`src/rtl/ahfp_pkg.sv`:
```
// Shared constants and types for the Q3.29 fixed-point accumulator.
package ahfp_pkg;

  localparam int DATA_W = 32;
  localparam int FRAC_W = 29;

  localparam logic [DATA_W-1:0] ONE     = 32'h2000_0000;
  localparam logic [DATA_W-1:0] MAX_POS = 32'h7FFF_FFFF;
  localparam logic [DATA_W-1:0] MAX_NEG = 32'h8000_0000;

  typedef enum logic [1:0] {
    IDLE = 2'd0,
    ACC  = 2'd1,
    DONE = 2'd2
  } state_e;

endpackage

```
`src/rtl/ahfp_sat_narrow.sv`:
```
// Signed saturating narrow: clips a wide two's-complement value into OUT_W bits
// and flags when clipping occurred.
module ahfp_sat_narrow #(
  parameter int IN_W  = 48,
  parameter int OUT_W = 32
) (
  input  logic [IN_W-1:0]  acc_i,
  output logic [OUT_W-1:0] data_o,
  output logic             sat_o
);

  logic fits;

  // The value fits when every bit from the MSB down to the narrow sign bit matches.
  // NOTE: every output of a combinational block gets a value on every path, so no latch is inferred.
  always_comb begin
    fits  = (acc_i[IN_W-1:OUT_W-1] == {(IN_W-OUT_W+1){acc_i[IN_W-1]}});
    sat_o = ~fits;
    if (fits) begin
      data_o = acc_i[OUT_W-1:0];
    end else if (acc_i[IN_W-1]) begin
      data_o = {1'b1, {(OUT_W-1){1'b0}}};
    end else begin
      data_o = {1'b0, {(OUT_W-1){1'b1}}};
    end
  end

endmodule

```
`src/rtl/ahfp_fixed_acc.sv`:
```
// Streaming Q3.29 accumulator: sums len terms, saturates to 32 bits and hands the
// result downstream over valid/ready.
module ahfp_fixed_acc
  import ahfp_pkg::*;
#(
  parameter int DATA_W = ahfp_pkg::DATA_W,
  parameter int FRAC_W = ahfp_pkg::FRAC_W,
  parameter int CNT_W  = 16,
  parameter int ACC_W  = DATA_W + CNT_W
) (
  input  logic              clk,
  input  logic              reset,
  input  logic              start,
  input  logic [CNT_W-1:0]  len,
  input  logic              in_valid,
  input  logic [DATA_W-1:0] in_data,
  output logic              in_ready,
  output logic              out_valid,
  output logic [DATA_W-1:0] out_data,
  input  logic              out_ready,
  output logic              busy,
  output logic              sat
);

  if (FRAC_W >= DATA_W || ACC_W < DATA_W + CNT_W) begin : g_bad_params
    $error("ahfp_fixed_acc: inconsistent FRAC_W/ACC_W");
  end

  state_e              state_q;
  logic [ACC_W-1:0]    acc_q, acc_d;
  logic [CNT_W-1:0]    rem_q;
  logic                in_ready_q, out_valid_q, sat_q, busy_q;
  logic [DATA_W-1:0]   out_data_q;
  logic                accept;
  logic [DATA_W-1:0]   narrow_data;
  logic                narrow_sat;

  always_comb begin
    accept = in_valid & in_ready_q;
    acc_d  = acc_q + {{(ACC_W-DATA_W){in_data[DATA_W-1]}}, in_data};
  end

  // Saturate the post-accept sum so the result is ready in the same edge that enters DONE.
  ahfp_sat_narrow #(
    .IN_W  (ACC_W),
    .OUT_W (DATA_W)
  ) u_sat_narrow (
    .acc_i  (acc_d),
    .data_o (narrow_data),
    .sat_o  (narrow_sat)
  );

  // NOTE: sequential state uses non-blocking assignments so every register samples pre-edge values.
  always_ff @(posedge clk) begin
    if (reset) begin
      state_q     <= IDLE;
      acc_q       <= '0;
      rem_q       <= '0;
      in_ready_q  <= 1'b0;
      out_valid_q <= 1'b0;
      out_data_q  <= '0;
      sat_q       <= 1'b0;
      busy_q      <= 1'b0;
    end else begin
      case (state_q)
        IDLE: begin
          if (start) begin
            acc_q  <= '0;
            busy_q <= 1'b1;
            if (len != '0) begin
              state_q    <= ACC;
              rem_q      <= len;
              in_ready_q <= 1'b1;
            end else begin
              state_q     <= DONE;
              out_valid_q <= 1'b1;
              out_data_q  <= '0;
              sat_q       <= 1'b0;
            end
          end
        end
        ACC: begin
          if (accept) begin
            acc_q <= acc_d;
            rem_q <= rem_q - CNT_W'(1);
            if (rem_q == CNT_W'(1)) begin
              state_q     <= DONE;
              in_ready_q  <= 1'b0;
              out_valid_q <= 1'b1;
              out_data_q  <= narrow_data;
              sat_q       <= narrow_sat;
            end
          end
        end
        DONE: begin
          if (out_ready) begin
            state_q     <= IDLE;
            out_valid_q <= 1'b0;
            busy_q      <= 1'b0;
          end
        end
        default: begin
          state_q     <= IDLE;
          in_ready_q  <= 1'b0;
          out_valid_q <= 1'b0;
          busy_q      <= 1'b0;
        end
      endcase
    end
  end

  assign in_ready  = in_ready_q;
  assign out_valid = out_valid_q;
  assign out_data  = out_data_q;
  assign sat       = sat_q;
  assign busy      = busy_q;

endmodule

```
`config.mk`:
```
export PLATFORM = sky130hd
export DESIGN_NAME = ahfp_fixed_acc
export DESIGN_NICKNAME = d
export VERILOG_FILES = /design/src/rtl/ahfp_pkg.sv /design/src/rtl/ahfp_sat_narrow.sv /design/src/rtl/ahfp_fixed_acc.sv
export SDC_FILE = /design/constraint.sdc
export NUM_CORES = 1
export LEC_CHECK = 0
export CORE_ASPECT_RATIO = 1.2
export CORE_MARGIN = 8
export CORE_UTILIZATION = 55
export CTS_BUF_LIST = sky130_fd_sc_hd__clkbuf_2
export CTS_CLUSTER_SIZE = 20
export DETAILED_ROUTE_END_ITERATION = 8
export PLACE_DENSITY = 0.78
export SLEW_MARGIN = 30
export SYNTH_ARGS = -nofsm -noshare
export SYNTH_HDL_FRONTEND = slang
export SYNTH_SLANG_ARGS = --single-unit
```
`constraint.sdc`:
```
create_clock -name clk -period 5.25 [get_ports clk]
set_input_delay 1.3125 -clock clk [delete_from_list [all_inputs] [get_ports clk]]
set_output_delay 1.3125 -clock clk [all_outputs]
set_load 0.02 [all_outputs]
```
==> results of run 1 <==
power by group through the flow:
stage | combinational [µW] | sequential, µW | clock, µW
floorplan | 262 | 825 | 0
global placement | 404 | 828 | 0
detailed placement | 409 | 829 | 0
CTS | 411 | 817 | 405
global route | 454 | 821 | 432
finish | 417 | 817 | 397
per-stage QoR:
stage	TNS (ps)	instances	total power, µW	hold slack (ps)
final	0	1298	1630	478
after global routing	0	1297	1710	500
after CTS	0	1295	1630	480
after detailed placement	-392	1279	1240	450
after global placement	-2670	1279	1230	443
after floorplan	0	1035	1090	436
sequential cells by signal, indices dropped and copies added, names as in the netlist:
signal / cells
out_valid: 1
state_q: 2
acc_q: 48
rem_q: 16
out_data: 32
busy: 1
in_ready: 1
sat: 1
worst paths after layout:
path                    startpoint                   endpoint  depth (start not counted)
min reg2reg  acc_q[0]$_SDFFE_PP0P_      acc_q[0]$_SDFFE_PP0P_                          2
max                     in_data[1]  out_data[12]$_SDFFE_PP0P_                         13
min          acc_q[0]$_SDFFE_PP0P_      acc_q[0]$_SDFFE_PP0P_                          2
max reg2reg  acc_q[1]$_SDFFE_PP0P_  out_data[12]$_SDFFE_PP0P_                         12
cells in the mapped netlist (5+ instances only):
cell type  count  area [µm²]
or3_1          6        37.5
nand2b_1       8        50.1
nand4_1       19         119
dfxtp_1      102        2040
a31oi_1       33         206
buf_2         22         110
xnor2_1       19         166
clkbuf_1      49         184
nor2_1       112         420
o31ai_1        5        37.5
a21oi_1      102         510
o21bai_1       5        37.5
nor2b_1        5        31.3
and4_1         8        70.1
nor4_1         9        56.3
nand2_1       92         345
o21ai_0       46         230
and3_1        12        75.1
a2111oi_0      9        78.8
ha_1          49         613
xor2_1        16         140
inv_1         12        45.0
a211oi_1      18         135
and2_1         8        50.1
a32oi_1       23         201
buf_4          5        37.5
a221oi_1       6        52.6
a22oi_1       45         338
a21o_1        16         120
nand3_1       46         230
o211ai_1      12        90.1
nor3_1        23         115
o21ai_1        9        45.0
layer usage:
metal  routed length, µm  global-route usage, %
met1               10800                   33.3
met2               12300                   46.4
met3                1460                   3.88
met4                1220                   13.9
met5                   0                      0
cells by family (layout without fill, tap and decap cells):
logic type | after synthesis | in the layout | synth area share (%)
AOI/OAI and AO/OA | 380 | 380 | 32.9
other | 0 | 3 | 0
buffers and inverters | 92 | 177 | 5.27
and+or+nand+nor | 374 | 374 | 23.6
xor gates and xnor gates | 35 | 35 | 3.90
muxes | 2 | 2 | 0.271
DFF | 102 | 102 | 26.0
adders and majority gates | 50 | 50 | 8.05
cell type report:
| cell class | count | area share [%] |
|---|---|---|
| tap | 175 | 2.37 |
| clock buffer | 9 | 0.487 |
| inverter | 12 | 0.487 |
| sequential | 102 | 22.1 |
| timing repair buffer | 149 | 15.0 |
| clock inverter | 7 | 0.717 |
| antenna | 3 | 0.0812 |
| multi-input combinational | 841 | 58.7 |
worst register-to-register path, cell delays in order, from the launching register on:
cell and delay [ps]:
dfxtp_1 450, ha_1 260, a211oi_1 340, o21ai_0 260, a211oi_1 460, a21oi_1 240
o211ai_1 440, nand2_1 160, a2111oi_0 560, nand4b_1 230, nand3_2 190, buf_12 170
a31oi_1 90
cells in the final DEF, fill, tap and decap left out, types with 12 or more instances in the layout:
cell	instances
a31oi_1	33
xnor2_1	19
o21ai_0	46
xor2_1	16
a21oi_1	101
a32oi_1	23
nand2_1	92
nor3_1	23
ha_1	49
o211ai_1	12
dfxtp_1	102
nand3_1	46
a211oi_1	18
nor2_1	110
a21o_1	16
a22oi_1	45
and3_1	12
buf_4	57
nand4_1	19
inv_1	12
clkdlybuf4s50_1	87
==> results.yml, run 1 <==
grt:
  antenna_found_initial: 1
  grt_max_degree: 104
  groute.usage.overall_pct: 27.4
  grt.overflow.total: 0
  grt_pass1_vias: 8078
  grt_pass1_wl_um: 41500
die:
  num_rows: 48
  start_util_pct: 55.5
  die_area_mm2: 0.0184
  die_h_um: 147
  die_w_um: 125
  core_area_mm2: 0.0142
  ioPinCount: 89
setup_path:
  path_class: "in -> reg"
  crit_path_end_kind: "register"
  slowest_stage: "a2111oi_0"
  cp_max_fo: 18
  crit_required_ps: 5800
  critical_path_arrival_ps: 5250
  crit_path_frequent_cell: "a211oi_1"
  path_delay_family: "compound AO/OA/AOI/OAI gates"
  r2r_slack_ps: 1290
  critical-path-max-stage-delay_ps: 560
  crit_buf_inv: 2
  cp_cell_sequence: "clkdlybuf4s50_1 -> ha_1 -> a211oi_1 -> o21ai_0 -> a211oi_1 -> a21oi_1 -> o211ai_1 -> nand2_1 -> a2111oi_0 -> nand4b_1 -> nand3_2 -> buf_12 -> a31oi_1"
  cp-start-kind: "primary input"
logic_synthesis:
  async_flop_share_pct: 0
  synth_cell_types: 83
  syn_avg_cell_area_um2: 7.60
  synthesis.nets: 1138
  yosysWarnings: 0
  synth_edf_count: 0
  synth_seq_area_share_pct: 26.0
  synth-seq-cells: 102
  ys.flop_type: "dfxtp_1"
  synth_cells: 1035
  syn-cell-area_mm2: 0.00786
detailed_routing:
  num_vias: 8554
  drc: 0
  wire_per_inst_um: 19.9
  routed_via_density: 6.59
  wirelength_um: 25800
  first_iter_violations: 561
  final_antenna_net_count: 0
  dr.pass1.iters: 6
sta:
  hold_violations: 0
  min_period_over_period_pct: 89.6
  setup_viol: 0
  fin_ws_ps: 546
  rsz0062_at_grt: "false"
  fin_crit_ps: 4700
  fin_skew_ps: 50.9
  slew_headroom_pct: 44.5
  drv_slew: 0
  worst_pin_slew_ps: 830
  max_freq_mhz: 213
pwr:
  comb_power_share_pct: 25.6
  p_int_uw: 1040
  p_per_area_mw_per_mm2: 176
  p_switching_uw: 595
  clock_power_share_pct: 24.4
  p_leak_uw: 0.00351
  seqPwrFrac_pct: 50.1
  worst_ir_drop_vdd_mv: 0.125
  swShare_pct: 36.4
outcome:
  status: "finished clean"
clocking:
  cts_made_buffers: 9
  clock-sinks: 102
  cts_root_buf: "clkbuf_2"
  clkLatencyLatePin_ps: 680
  ctsHoldBuffers: 0
  cts_tree: "done"
  htreeDepth: 3
  clockBufferDepth: 2
  clk_pin_slew_ps: 320
  post_cts.repair.setup_buffers: 0
  cts_resized: 0
placed_design:
  pre_cts_slack_ps: -38.3
  hpwl_um: 19200
  post_dp_cell_area_mm2: 0.00913
  numPortBuffers: 88
  place.gp.congestion: 0.991
finish:
  areaGrowthSynthToFinish_pct: 17.6
  multiInputGateArea_mm2: 0.00543
  final_nets: 1218
  layout-drive-gt1-share_pct: 9.82
  seq_area_mm2: 0.00204
  final_util_pct: 65.2
  n_fill_cell: 1293
  final_cell_area_mm2: 0.00925
hold_path:
  hp-class: "reg -> reg"
run:
  cap_violations: 0
No activity file was read; power rests on OpenSTA's default activity.
==> run 2, diff against run 1 <==
- PLACE_DENSITY: 0.78 -> 0.79
- SLEW_MARGIN: 30 -> 25
- SYNTH_HIERARCHICAL: unset -> 1
==> run 2 against run 1 <==
Net effect: count of clock-buffer cells in the layout stayed put; first-iteration DRC count fell by 5.3%; non-clock buffer count rose by 82; utilization rose by 5.3 points; total power up 0.47%; clock power down 4%; fmax shrank 7.3%; sequential share of layout area decreased by 0.86 points; clock skew down 35 ps; largest cell class unchanged.
==> results.yml, run 2 <==
setup_path:
  cp_max_fo: 12
  critical_path_arrival_ps: 5720
  cp_cell_sequence: "clkdlybuf4s50_1 -> ha_1 -> inv_1 -> fa_1 -> nand2b_1 -> a21o_1 -> a211oi_2 -> o21ai_2 -> o2bb2ai_2 -> a41oi_2 -> o21ai_2 -> a31o_2 -> xor2_1 -> or4_1 -> nor4_2 -> o22a_2 -> buf_12 -> mux2i_1 -> a22oi_2 -> nor2_2"
  reg2regPathDepth: 19
  crit_required_ps: 5890
  slowest_stage: "clkdlybuf4s50_1"
  path_class: "in -> reg"
  crit_path_end_kind: "register"
  critical-path-max-stage-delay_ps: 460
  crit_path_frequent_cell: "o21ai_2"
  cp-start-kind: "primary input"
placed_design:
  numPortBuffers: 88
  placed_cells: 1263
  place.gp.congestion: 0.923
  hpwl_um: 15900
sta:
  holdWs_ps: 476
  fin_skew_ps: 16.3
  setup_viol: 0
  drv_slew: 0
  worst_pin_slew_ps: 893
  slew_headroom_pct: 40.3
  fin_crit_ps: 5080
  min_period_over_period_pct: 96.7
  rsz0062_at_grt: "false"
  finalSetupTns_ps: 0
  hold_violations: 0
  max_freq_mhz: 197
grt:
  grt_pass1_vias: 7436
  grt_max_degree: 46
  grt.overflow.total: 0
  groute.usage.overall_pct: 23.7
  antenna_found_initial: 1
  grt_pass1_wl_um: 34300
finish:
  layout-drive-gt1-share_pct: 22.5
  layoutNonFillerInstCount: 1282
  multiInputGateArea_mm2: 0.00508
  final_util_pct: 70.5
  layout_common_cells: "buf_4 (141), dfxtp_1 (102), clkdlybuf4s50_1 (87), nor2_1 (78), a21oi_1 (75)"
  seq_area_mm2: 0.00204
  top_register: "acc_q"
  largest_reg_flops: 48
  n_fill_cell: 1097
  final_common_cell: "buf_4"
  final_nets: 1208
  areaGrowthSynthToFinish_pct: 26.9
detailed_routing:
  wirelength_um: 21200
  first_iter_violations: 531
  num_vias: 7600
  wire_per_inst_um: 16.5
  drc: 0
  routed_via_density: 5.93
  final_antenna_net_count: 0
  dr.pass1.iters: 6
die:
  start_util_pct: 55.6
  ioPinCount: 89
  core_area_mm2: 0.0136
  die_h_um: 145
  die_w_um: 123
  die_area_mm2: 0.0178
  num_rows: 47
logic_synthesis:
  synth_area_leader_cell: "dfxtp_1"
  synth_cell_types: 73
  syn_avg_cell_area_um2: 8.22
  ys_top_cells_by_count: "dfxtp_1 (102), nor2_1 (78), a21oi_1 (76)"
  ys.flop_type: "dfxtp_1"
  synth-seq-cells: 102
  async_flop_share_pct: 0
  synth_edf_count: 0
  synth.top_cell.area_share_pct: 26.9
  yosysMostFrequentCell: "dfxtp_1"
  synth.top_cells.by_area: "dfxtp_1 (27%), ha_1 (8.1%), a21oi_1 (5.0%), a22oi_2 (4.9%), mux2i_1 (4.6%)"
  yosysWarnings: 6
  synth_cells: 923
  synth_seq_area_share_pct: 26.9
  synthesis.nets: 1026
  syn-cell-area_mm2: 0.00758
pwr:
  worst_ir_drop_vdd_mv: 0.178
  p_leak_uw: 0.00412
  p_per_area_mw_per_mm2: 170
clocking:
  cts_tree: "done"
  cts_root_buf: "clkbuf_2"
  cts_made_buffers: 9
  clk_pin_slew_ps: 300
  clkLatencyLatePin_ps: 680
  clock-sinks: 102
  htreeDepth: 3
  clockBufferDepth: 2
  ctsHoldBuffers: 0
run:
  cap_violations: 0
outcome:
  status: "finished clean"
hold_path:
  whs_path_depth: 2
  hp-class: "reg -> reg"
==> run 2: changes by cell type after synthesis, sizes merged, moves of 27 or more <==
cell,delta
inv,+37
mux2i,+34
nand2,-32
a31oi,-29
a21oi,-27
nand3,-27
==> run 2: worst paths after layout <==
kind                            slack [ps]                  start                         to
worst max register to register         890  acc_q[0]$_SDFFE_PP0P_  out_data[25]$_SDFFE_PP0P_
worst max-delay path                   170             in_data[0]  out_data[25]$_SDFFE_PP0P_
worst min-delay path                   480  acc_q[2]$_SDFFE_PP0P_      acc_q[2]$_SDFFE_PP0P_
worst min register to register         480  acc_q[2]$_SDFFE_PP0P_      acc_q[2]$_SDFFE_PP0P_
==> run 2: per-layer routing <==
layer  global-route usage, %  share of wire (%)
met1                    27.9                 42
met2                    41.4                 50
met3                    3.75                5.4
met4                    10.4                2.5
met5                       0                  0
==> run 2: area by class of cell <==
type	instances	area share, %
flip-flops and latches	102	21.2
repair buffers	231	20.7
clock buffers	9	0.468
well taps	171	2.22
diodes	1	0.0260
inverters	49	1.91
clock inverters	7	0.585
multi-input cells	712	52.8
==> run 2: report_power, final <==
group	internal (µW)	leakage [µW]	switching, µW
Combinational	202	0.00324	240
Sequential	798	0.000826	19.2
Clock	70.1	0.0000589	310
==> run 2: metrics by stage <==
step | setup WS, ps | area (µm²) | total power (µW)
floorplan | 238 | 7580 | 1080
global placement | -722 | 9410 | 1250
detailed placement | -726 | 9410 | 1260
CTS | 6.34 | 9510 | 1640
global route | 13.2 | 9620 | 1720
finish | 173 | 9620 | 1640
==> run 2: cells by family (layout without fill, tap and decap cells) <==
logic type | Yosys count | after routing | share of synthesized area [%]
AOI/OAI and AO/OA | 313 | 313 | 30.0
xor gates and xnor gates | 40 | 40 | 4.62
adders and majority gates | 50 | 50 | 8.35
buffers and inverters | 109 | 296 | 7.13
DFF | 102 | 102 | 26.9
muxes | 37 | 37 | 4.92
other | 0 | 1 | 0
and+or+nand+nor | 272 | 272 | 18.0
==> run 2: timing repair <==
item                                    in CTS  in global routing
endpoints found under the setup margin       0                 32
gates resized for setup                      0                 15
buffers inserted                             0                  1
==> run 2: critical path: cells and delay by family <==
kind	cells	cell delay (ps)
xor gates and xnor gates	1	80
and+or+nand+nor	4	980
AOI/OAI and AO/OA	9	1790
adders and majority gates	2	550
muxes	1	260
buffers and inverters	3	710
==> run 3, diff against run 2 <==
- SETUP_SLACK_MARGIN: unset -> 0.2
==> run 3 against run 2 <==
Net effect: utilization up 1.2 points; count of clock-buffer cells in the layout is the same; register-to-register slack worse by 30 ps; sequential cell count did not move; final area is 1.7% higher; clock power fell by 1%; fmax is 1.0% higher; critical endpoint is now out_data[20]$_SDFFE_PP0P_; largest cell class unchanged; highest routed layer unchanged.
==> results.yml, run 3 (synthesis gave the netlist of run 2 again) <==
detailed_routing:
  routed_via_density: 5.97
  num_vias: 7697
  dr.pass1.iters: 5
  final_antenna_net_count: 0
  wirelength_um: 21500
  first_iter_violations: 574
  drc: 0
  wire_per_inst_um: 16.7
finish:
  top_register: "acc_q"
  n_fill_cell: 1066
  largest_reg_flops: 48
  areaGrowthSynthToFinish_pct: 29.1
  layout_common_cells: "buf_4 (147), dfxtp_1 (102), clkdlybuf4s50_1 (86), nor2_1 (78), a21oi_1 (73)"
  final_nets: 1216
  layoutNonFillerInstCount: 1290
  final_common_cell: "buf_4"
  layout-drive-gt1-share_pct: 24.2
sta:
  holdWs_ps: 476
  fin_crit_ps: 5020
  max_freq_mhz: 199
  worst_pin_slew_ps: 901
  setup_viol: 0
  finalSetupTns_ps: 0
  rsz0062_at_grt: "false"
  fin_skew_ps: 15.4
  fin_ws_ps: 225
  slew_headroom_pct: 39.8
  hold_violations: 0
  drv_slew: 0
  min_period_over_period_pct: 95.7
die:
  num_rows: 47
  start_util_pct: 55.6
  die_w_um: 123
  die_h_um: 145
  core_area_mm2: 0.0136
  die_area_mm2: 0.0178
  ioPinCount: 89
clocking:
  cts_root_buf: "clkbuf_2"
  ctsHoldBuffers: 0
  cts_tree: "done"
  clkLatencyLatePin_ps: 660
  clock-sinks: 102
  cts_made_buffers: 9
  clk_pin_slew_ps: 300
  clockBufferDepth: 2
  htreeDepth: 3
pwr:
  p_per_area_mw_per_mm2: 168
  worst_ir_drop_vdd_mv: 0.178
  p_leak_uw: 0.00420
  power.total_uw: 1640
grt:
  grt_max_degree: 46
  grt_pass1_vias: 7419
  groute.usage.overall_pct: 23.8
  grt_pass1_wl_um: 34400
  antenna_found_initial: 1
  grt.overflow.total: 0
setup_path:
  cp_max_fo: 6
  crit_buf_inv: 4
  critical-path-max-stage-delay_ps: 540
  cp-start-kind: "primary input"
  crit_path_end_kind: "register"
  critical_path_arrival_ps: 5660
  crit_required_ps: 5880
  slowest_stage: "or4_4"
  path_delay_family: "compound AO/OA/AOI/OAI gates"
  path_class: "in -> reg"
  cp_cell_sequence: "clkdlybuf4s50_1 -> inv_1 -> fa_2 -> nand2b_4 -> a21o_1 -> a21o_1 -> o31ai_2 -> buf_4 -> o31ai_2 -> o21ai_1 -> a21oi_1 -> xnor2_1 -> or4_4 -> nor4_4 -> o22a_4 -> clkbuf_16 -> mux2i_1 -> a22oi_2 -> nor2_2"
run:
  cap_violations: 0
placed_design:
  numPortBuffers: 88
  placed_cells: 1263
  place.gp.congestion: 0.923
  hpwl_um: 15900
  pre_cts_slack_ps: -726
hold_path:
  hp-class: "reg -> reg"
outcome:
  status: "finished clean"
## run 3: cell types whose count changed in the layout (fill, tap and decap cells not counted), sizes merged
cell	before	now
clkdlybuf4s50	87	86
dlymetal6s2s	0	1
clkbuf	10	11
buf	143	150
## run 3: stage by stage
step | area (µm²) | util (%)
6_report | 9790 | 71.7
5_1_grt | 9790 | 71.7
4_1_cts | 9540 | 70.0
3_5_place_dp | 9410 | 69.0
3_3_place_gp | 9410 | 69.0
2_1_floorplan | 7580 | -
## run 3: final cells by class
class                   count  area, µm²  area share, %
flip-flops and latches    102       2040           20.9
well taps                 171        214           2.19
diodes                      1       2.50         0.0256
repair buffers            239       2080           21.2
clock inverters             7       56.3          0.575
multi-input cells         712       5160           52.8
inverters                  49        184           1.88
clock buffers               9       45.0          0.460
## run 3: worst min-delay path, cell delays in order, from the launching register on
cell     delay (ps)
dfxtp_1         380
nand2_1          50
a21oi_1          50
## run 3: worst paths after layout
| kind | from | endpoint | slack [ps] | cells past startpoint |
|---|---|---|---|---|
| min reg2reg | acc_q[2]$_SDFFE_PP0P_ | acc_q[2]$_SDFFE_PP0P_ | 480 | 2 |
| min | acc_q[2]$_SDFFE_PP0P_ | acc_q[2]$_SDFFE_PP0P_ | 480 | 2 |
| max reg2reg | acc_q[0]$_SDFFE_PP0P_ | out_data[20]$_SDFFE_PP0P_ | 860 | 19 |
| max | in_data[1] | out_data[20]$_SDFFE_PP0P_ | 230 | 19 |
## run 3: repair_timing
action | 4_1_cts | 5_1_grt
gates resized for setup | 4 | 31
pin swaps | 5 | 21
setup endpoints to repair | 32 | 32
cloned | 0 | 2
setup buffers | 2 | 6
## run 3: power by group
| group | internal [µW] | switching (µW) |
|---|---|---|
| Clock | 70.0 | 305 |
| Combinational | 205 | 245 |
| Sequential | 798 | 19.2 |
## run 3: metal layers
metal | GRT usage, % | share of wire [%]
met3 | 3.67 | 5.0
met4 | 10.4 | 2.8
met5 | 0 | 0
met1 | 28.0 | 42
met2 | 41.4 | 50
